--- config.mk ---
export PLATFORM = sky130hd
export DESIGN_NAME = struct_table_ctrl
export DESIGN_NICKNAME = d
export VERILOG_FILES = /design/src/rtl/struct_table_ctrl.sv
export SDC_FILE = /design/constraint.sdc
export NUM_CORES = 2
export LEC_CHECK = 0
export ABC_AREA = 1
export ABC_CLOCK_PERIOD_IN_PS = 31500
export CAP_MARGIN = 20
export CORE_UTILIZATION = 32
export DETAILED_ROUTE_END_ITERATION = 16
export MAX_ROUTING_LAYER = met4
export PLACE_DENSITY = 0.55
export SYNTH_ARGS = -nofsm -noshare
export SYNTH_HDL_FRONTEND = slang
export SYNTH_SLANG_ARGS = --single-unit
--- constraint.sdc ---
create_clock -name clk -period 31.5 [get_ports clk]
set_input_delay 4.725 -clock clk [delete_from_list [all_inputs] [get_ports clk]]
set_output_delay 4.725 -clock clk [all_outputs]
set_load 0.005 [all_outputs]
--- src/rtl/struct_table_ctrl.sv ---
// struct_table_ctrl: default-fill sequencer and two-way round-robin write
// arbiter for a small table of five-field records, with a registered read port.
// Optional feature macro: STRUCT_TABLE_CTRL_ERR_EN (adds err_cnt / err_sticky).
module struct_table_ctrl #(
   parameter  int DEPTH = 4,
   parameter  int W     = 32,
   localparam int IW    = $clog2(DEPTH)
) (
   input  logic            clk,
   input  logic            rst,
   input  logic            init_req,
   input  logic [W-1:0]    init_val,
   output logic            init_busy,
   output logic            init_done,
   input  logic            req0_valid,
   output logic            req0_ready,
   input  logic [IW-1:0]   req0_idx,
   input  logic [2:0]      req0_field,
   input  logic [W-1:0]    req0_data,
   input  logic            req1_valid,
   output logic            req1_ready,
   input  logic [IW-1:0]   req1_idx,
   input  logic [2:0]      req1_field,
   input  logic [W-1:0]    req1_data,
   input  logic [IW-1:0]   rd_idx,
   output logic [5*W-1:0]  rd_data
`ifdef STRUCT_TABLE_CTRL_ERR_EN
   ,
   output logic [7:0]      err_cnt,
   output logic            err_sticky
`endif
);

   typedef enum logic [1:0] {IDLE, FILL, DONE} state_t;

   state_t            state, state_nxt;
   logic [IW-1:0]     cnt;
   logic [W-1:0]      fill_val;
   logic              rr_ptr;      // 0: requester 0 favoured, 1: requester 1
   logic [5*W-1:0]    tbl [DEPTH];
   logic              gnt0, gnt1, load;
   logic              wr_en;
   logic [IW-1:0]     wr_idx;
   logic [2:0]        wr_field;
   logic [W-1:0]      wr_data;

   // Next-state, fill start and grant decode; init_req outranks requesters
   always_comb begin
      state_nxt = state;
      gnt0      = 1'b0;
      gnt1      = 1'b0;
      load      = 1'b0;
      init_busy = 1'b0;
      init_done = 1'b0;
      case (state)
         IDLE: begin
            if (init_req) begin
               load      = 1'b1;
               state_nxt = FILL;
            end else if (req0_valid && req1_valid) begin
               gnt0 = ~rr_ptr;
               gnt1 = rr_ptr;
            end else begin
               gnt0 = req0_valid;
               gnt1 = req1_valid;
            end
         end
         FILL: begin
            init_busy = 1'b1;
            if (cnt == IW'(DEPTH - 1)) state_nxt = DONE;
         end
         DONE: begin
            init_done = 1'b1;
            state_nxt = IDLE;
         end
         default: state_nxt = IDLE;
      endcase
   end

   assign req0_ready = gnt0;
   assign req1_ready = gnt1;
   assign wr_en      = gnt0 | gnt1;
   assign wr_idx     = gnt1 ? req1_idx   : req0_idx;
   assign wr_field   = gnt1 ? req1_field : req0_field;
   assign wr_data    = gnt1 ? req1_data  : req0_data;

   // FSM state, fill counter/value and round-robin pointer
   always_ff @(posedge clk or posedge rst) begin
      if (rst) begin
         state    <= IDLE;
         cnt      <= '0;
         fill_val <= '0;
         rr_ptr   <= 1'b0;
      end else begin
         state <= state_nxt;
         if (load) begin
            fill_val <= init_val;
            cnt      <= '0;
         end else if (state == FILL) begin
            cnt <= cnt + 1'b1;
         end
         // after a grant the other requester is favoured
         if (wr_en) rr_ptr <= gnt0;
      end
   end

   // Table storage: whole-record fill writes or single-field keyed writes
   always_ff @(posedge clk or posedge rst) begin
      if (rst) begin
         tbl <= '{default: '0};
      end else if (state == FILL) begin
         tbl[cnt] <= {5{fill_val}};
      end else if (wr_en) begin
         case (wr_field)
            3'd0:    tbl[wr_idx][4*W +: W] <= wr_data;
            3'd1:    tbl[wr_idx][3*W +: W] <= wr_data;
            3'd2:    tbl[wr_idx][2*W +: W] <= wr_data;
            3'd3:    tbl[wr_idx][1*W +: W] <= wr_data;
            3'd4:    tbl[wr_idx][0*W +: W] <= wr_data;
            default: ;
         endcase
      end
   end

   // Registered read; a same-edge write is not yet visible
   always_ff @(posedge clk or posedge rst) begin
      if (rst) rd_data <= '0;
      else     rd_data <= tbl[rd_idx];
   end

`ifdef STRUCT_TABLE_CTRL_ERR_EN
   // Saturating count and sticky flag of handshaken invalid field selects
   always_ff @(posedge clk or posedge rst) begin
      if (rst) begin
         err_cnt    <= '0;
         err_sticky <= 1'b0;
      end else if (wr_en && (wr_field > 3'd4)) begin
         if (err_cnt != '1) err_cnt <= err_cnt + 8'd1;
         err_sticky <= 1'b1;
      end
   end
`else
   // invalid field selects are handshaken and dropped without trace
`endif

endmodule

==> results.sh <==
export IMPL_status="complete, no violations"
export IMPL_layout_drive_gt1_share_pct=4.181
export IMPL_cts_sinks=837
export IMPL_grt_pass1_wl_mm=364.6
export IMPL_p_sw_share_pct=48.85
export IMPL_worst_slack_ns=19.73
export IMPL_fin_nets=8548
export IMPL_hold_class="reg -> reg"
export IMPL_slew_viol_final=0
export IMPL_dr_total_vias=57320
export IMPL_io_pins=277
export IMPL_placementRows=148
export IMPL_grt_overflow=0
export IMPL_crit_path_max_incr_delay_ns=0.60
export IMPL_synthDistinctLibCells=28
export IMPL_final_cell_mix="nand2_1, dfrtp_1, nand3_1, inv_1, a21oi_1"
export IMPL_final_common_cell="nand2_1"
export IMPL_drt_iter0_markers=7748
export IMPL_synth_top_area_share_pct=40.02
export IMPL_cts_hold_fix_buffers=0
export IMPL_max_freq_mhz=84.96
export IMPL_ys_ff_latch=837
export IMPL_max_slew_margin_pct=17.03
export IMPL_tightest_slew_ns=1.236
export IMPL_path_cells="clkdlybuf4s50_1 -> inv_1 -> nand2_1 -> nor2_4 -> buf_4 -> clkdlybuf4s50_1"
export IMPL_power_frac_seq_pct=32.8
export IMPL_synth_avg_cell_area_um2=6.158
export IMPL_arrival_ns=7.05
export IMPL_cap_violations=0
export IMPL_power_leakage_nw=33.97
export IMPL_yosys_warnings=0
export IMPL_cts_tree="done"
export IMPL_total_power_mw=5.662
export IMPL_fin_crit_sh_pct=37.37
export IMPL_dp_hpwl_mm=150.3
export IMPL_grt_start_max_net_pins=194
export IMPL_path_class="in -> out"
export IMPL_syn_area_um2=52340
export IMPL_post_cts_resized=0
export IMPL_synth_nets=8617
export IMPL_place_ws_ns=19.74
export IMPL_peakVddDrop_mv=0.08677
export IMPL_r2r_worst_path_cells=17
export IMPL_insertion_delay_ns=0.76
export IMPL_p_int_mw=2.896
export IMPL_coreArea_um2=162600
export IMPL_p_sw_mw=2.766
export IMPL_finClkSkew_ns=0.04901
export IMPL_combPwrFrac_pct=45.1
export IMPL_start_util_pct=32.19
export IMPL_clock_path_buffers=3
export IMPL_synth_seq_area_share_pct=40.02
export IMPL_drtPass1Iterations=7
export IMPL_critPathCaptureType="output port"
export IMPL_powerDensity_nw_per_um2=94.11
export IMPL_period_needed_ns=11.77
export IMPL_postCtsSetupBuffers=0
export IMPL_hold_depth=2
export IMPL_required_ns=26.78
export IMPL_startpoint_type="input port"
export IMPL_synthToLayoutAreaGrowth_pct=14.94
export IMPL_cpMaxStageDelayCell="clkdlybuf4s50_1"
export IMPL_htreeDepth=3
export IMPL_place_congestion=0.9259
export IMPL_synth_area_top_cells="dfrtp_1, nand2_1, nand3_1, inv_1, a21oi_1"
export IMPL_drc=0
export IMPL_port_buffers=276
export IMPL_die_w_um=406.4
export IMPL_cts_root_buf="clkbuf_16"
export IMPL_grt_pass1_vias=52470
export IMPL_dieArea_um2=165200
export IMPL_regArea_um2=20950
export IMPL_crit_path_max_fanout=49
export IMPL_yosysTopAreaCell="dfrtp_1"
export IMPL_synth_cells=8500
export IMPL_rsz0062_at_grt="false"
export IMPL_fin_setup_tns_ns=0
export IMPL_crit_top_cell="clkdlybuf4s50_1"
export IMPL_viasPerCell=5.355
export IMPL_wl_mm=252.0
export IMPL_antenna_found_initial=22
export IMPL_setup_violations_final=0
export IMPL_numCtsBuffers=99
export IMPL_track_usage_pct=30.76
export IMPL_p_clk_share_pct=22.2
export IMPL_die_h_um=406.4
export IMPL_fill_cells=17400
export IMPL_multi_input_area_um2=26840
export IMPL_hold_viol=0
export IMPL_antenna_left=0
export IMPL_wl_per_cell_um=23.54
export IMPL_clk_pin_slew_worst_paths_ns=0.06
## power groups by stage
stage	Sequential, mW	Combinational, mW	Clock (mW)
after global placement	1.84	2.43	0
after floorplan	1.77	1.51	0
after CTS	1.84	2.48	1.27
final	1.86	2.55	1.25
after global routing	1.91	2.74	1.31
after detailed placement	1.85	2.47	0
## stage by stage
stage                     hold slack [ns]  cells  utilization, %  area, µm²
after global routing               0.4832  10700           37.00      60160
after floorplan                    0.4367   8500               -      52340
after detailed placement           0.4536  10500           34.84      56650
after global placement             0.4491  10500           34.83      56620
after CTS                          0.4682  10690           36.96      60090
final                              0.4660  10700           37.00      60160
## synthesized netlist by cell type
cell type / number
o21ai_1: 18
inv_2: 7
o22ai_1: 17
nor3_1: 62
o21ai_2: 3
or2_2: 25
buf_1: 47
clkbuf_1: 311
nand2_2: 4
nand3_1: 792
nand2_1: 4598
dfrtp_1: 837
nand3_4: 1
nor2_1: 153
buf_2: 190
ha_1: 4
nor2_2: 3
a22o_1: 1
clkinv_1: 2
a21oi_1: 402
buf_4: 4
nand3b_1: 28
inv_1: 647
o21ai_0: 308
o211ai_2: 1
nand3_2: 1
nand4_1: 33
nor2_4: 1
## layer usage
metal / wire [µm] / GRT usage (%) / up-vias
met5: 0 / - / -
met4: 19380 / 21.61 / 0
met3: 27660 / 6.547 / 619
met2: 106800 / 43.95 / 3422
met1: 98160 / 38.55 / 27140
li1: - / - / 26140
## final timing paths
kind                                from          end  slack [ns]
worst max register to register  state[0]     tbl[205]       25.12
min in group asynchronous            rst     tbl[121]        4.52
max in group asynchronous            rst  fill_val[5]       22.85
worst min register to register  tbl[134]     tbl[134]        0.47
worst max-delay path            init_req   req1_ready       19.73
worst min-delay path            tbl[134]     tbl[134]        0.47
## critical path, delay by kind of cell
family,cells,cell delay [ns]
buf+inv,4,1.70
simple gates,2,0.56
## state kept, by name (all words and copies together) (netlist names)
register and flops:
tbl 640, rd_data 160, fill_val 32, cnt 2
state 2, rr_ptr 1
## logic make-up after synthesis
kind of cell | after synthesis | synth area share, %
fa+ha+maj | 4 | 0.09562
flops | 837 | 40.02
simple gates | 5701 | 43.49
compound gates | 750 | 7.255
buf+inv | 1208 | 9.146
## layout make-up
cell class | count | share of cell area (%)
timing repair buffer | 382 | 6.087
inverter | 656 | 4.189
clock inverter | 50 | 0.9941
clock buffer | 134 | 4.725
antenna | 15 | 0.06239
multi-input combinational | 6455 | 44.61
sequential | 837 | 34.81
tap | 2175 | 4.523
Note: power is estimated with default switching activity, not from simulation.
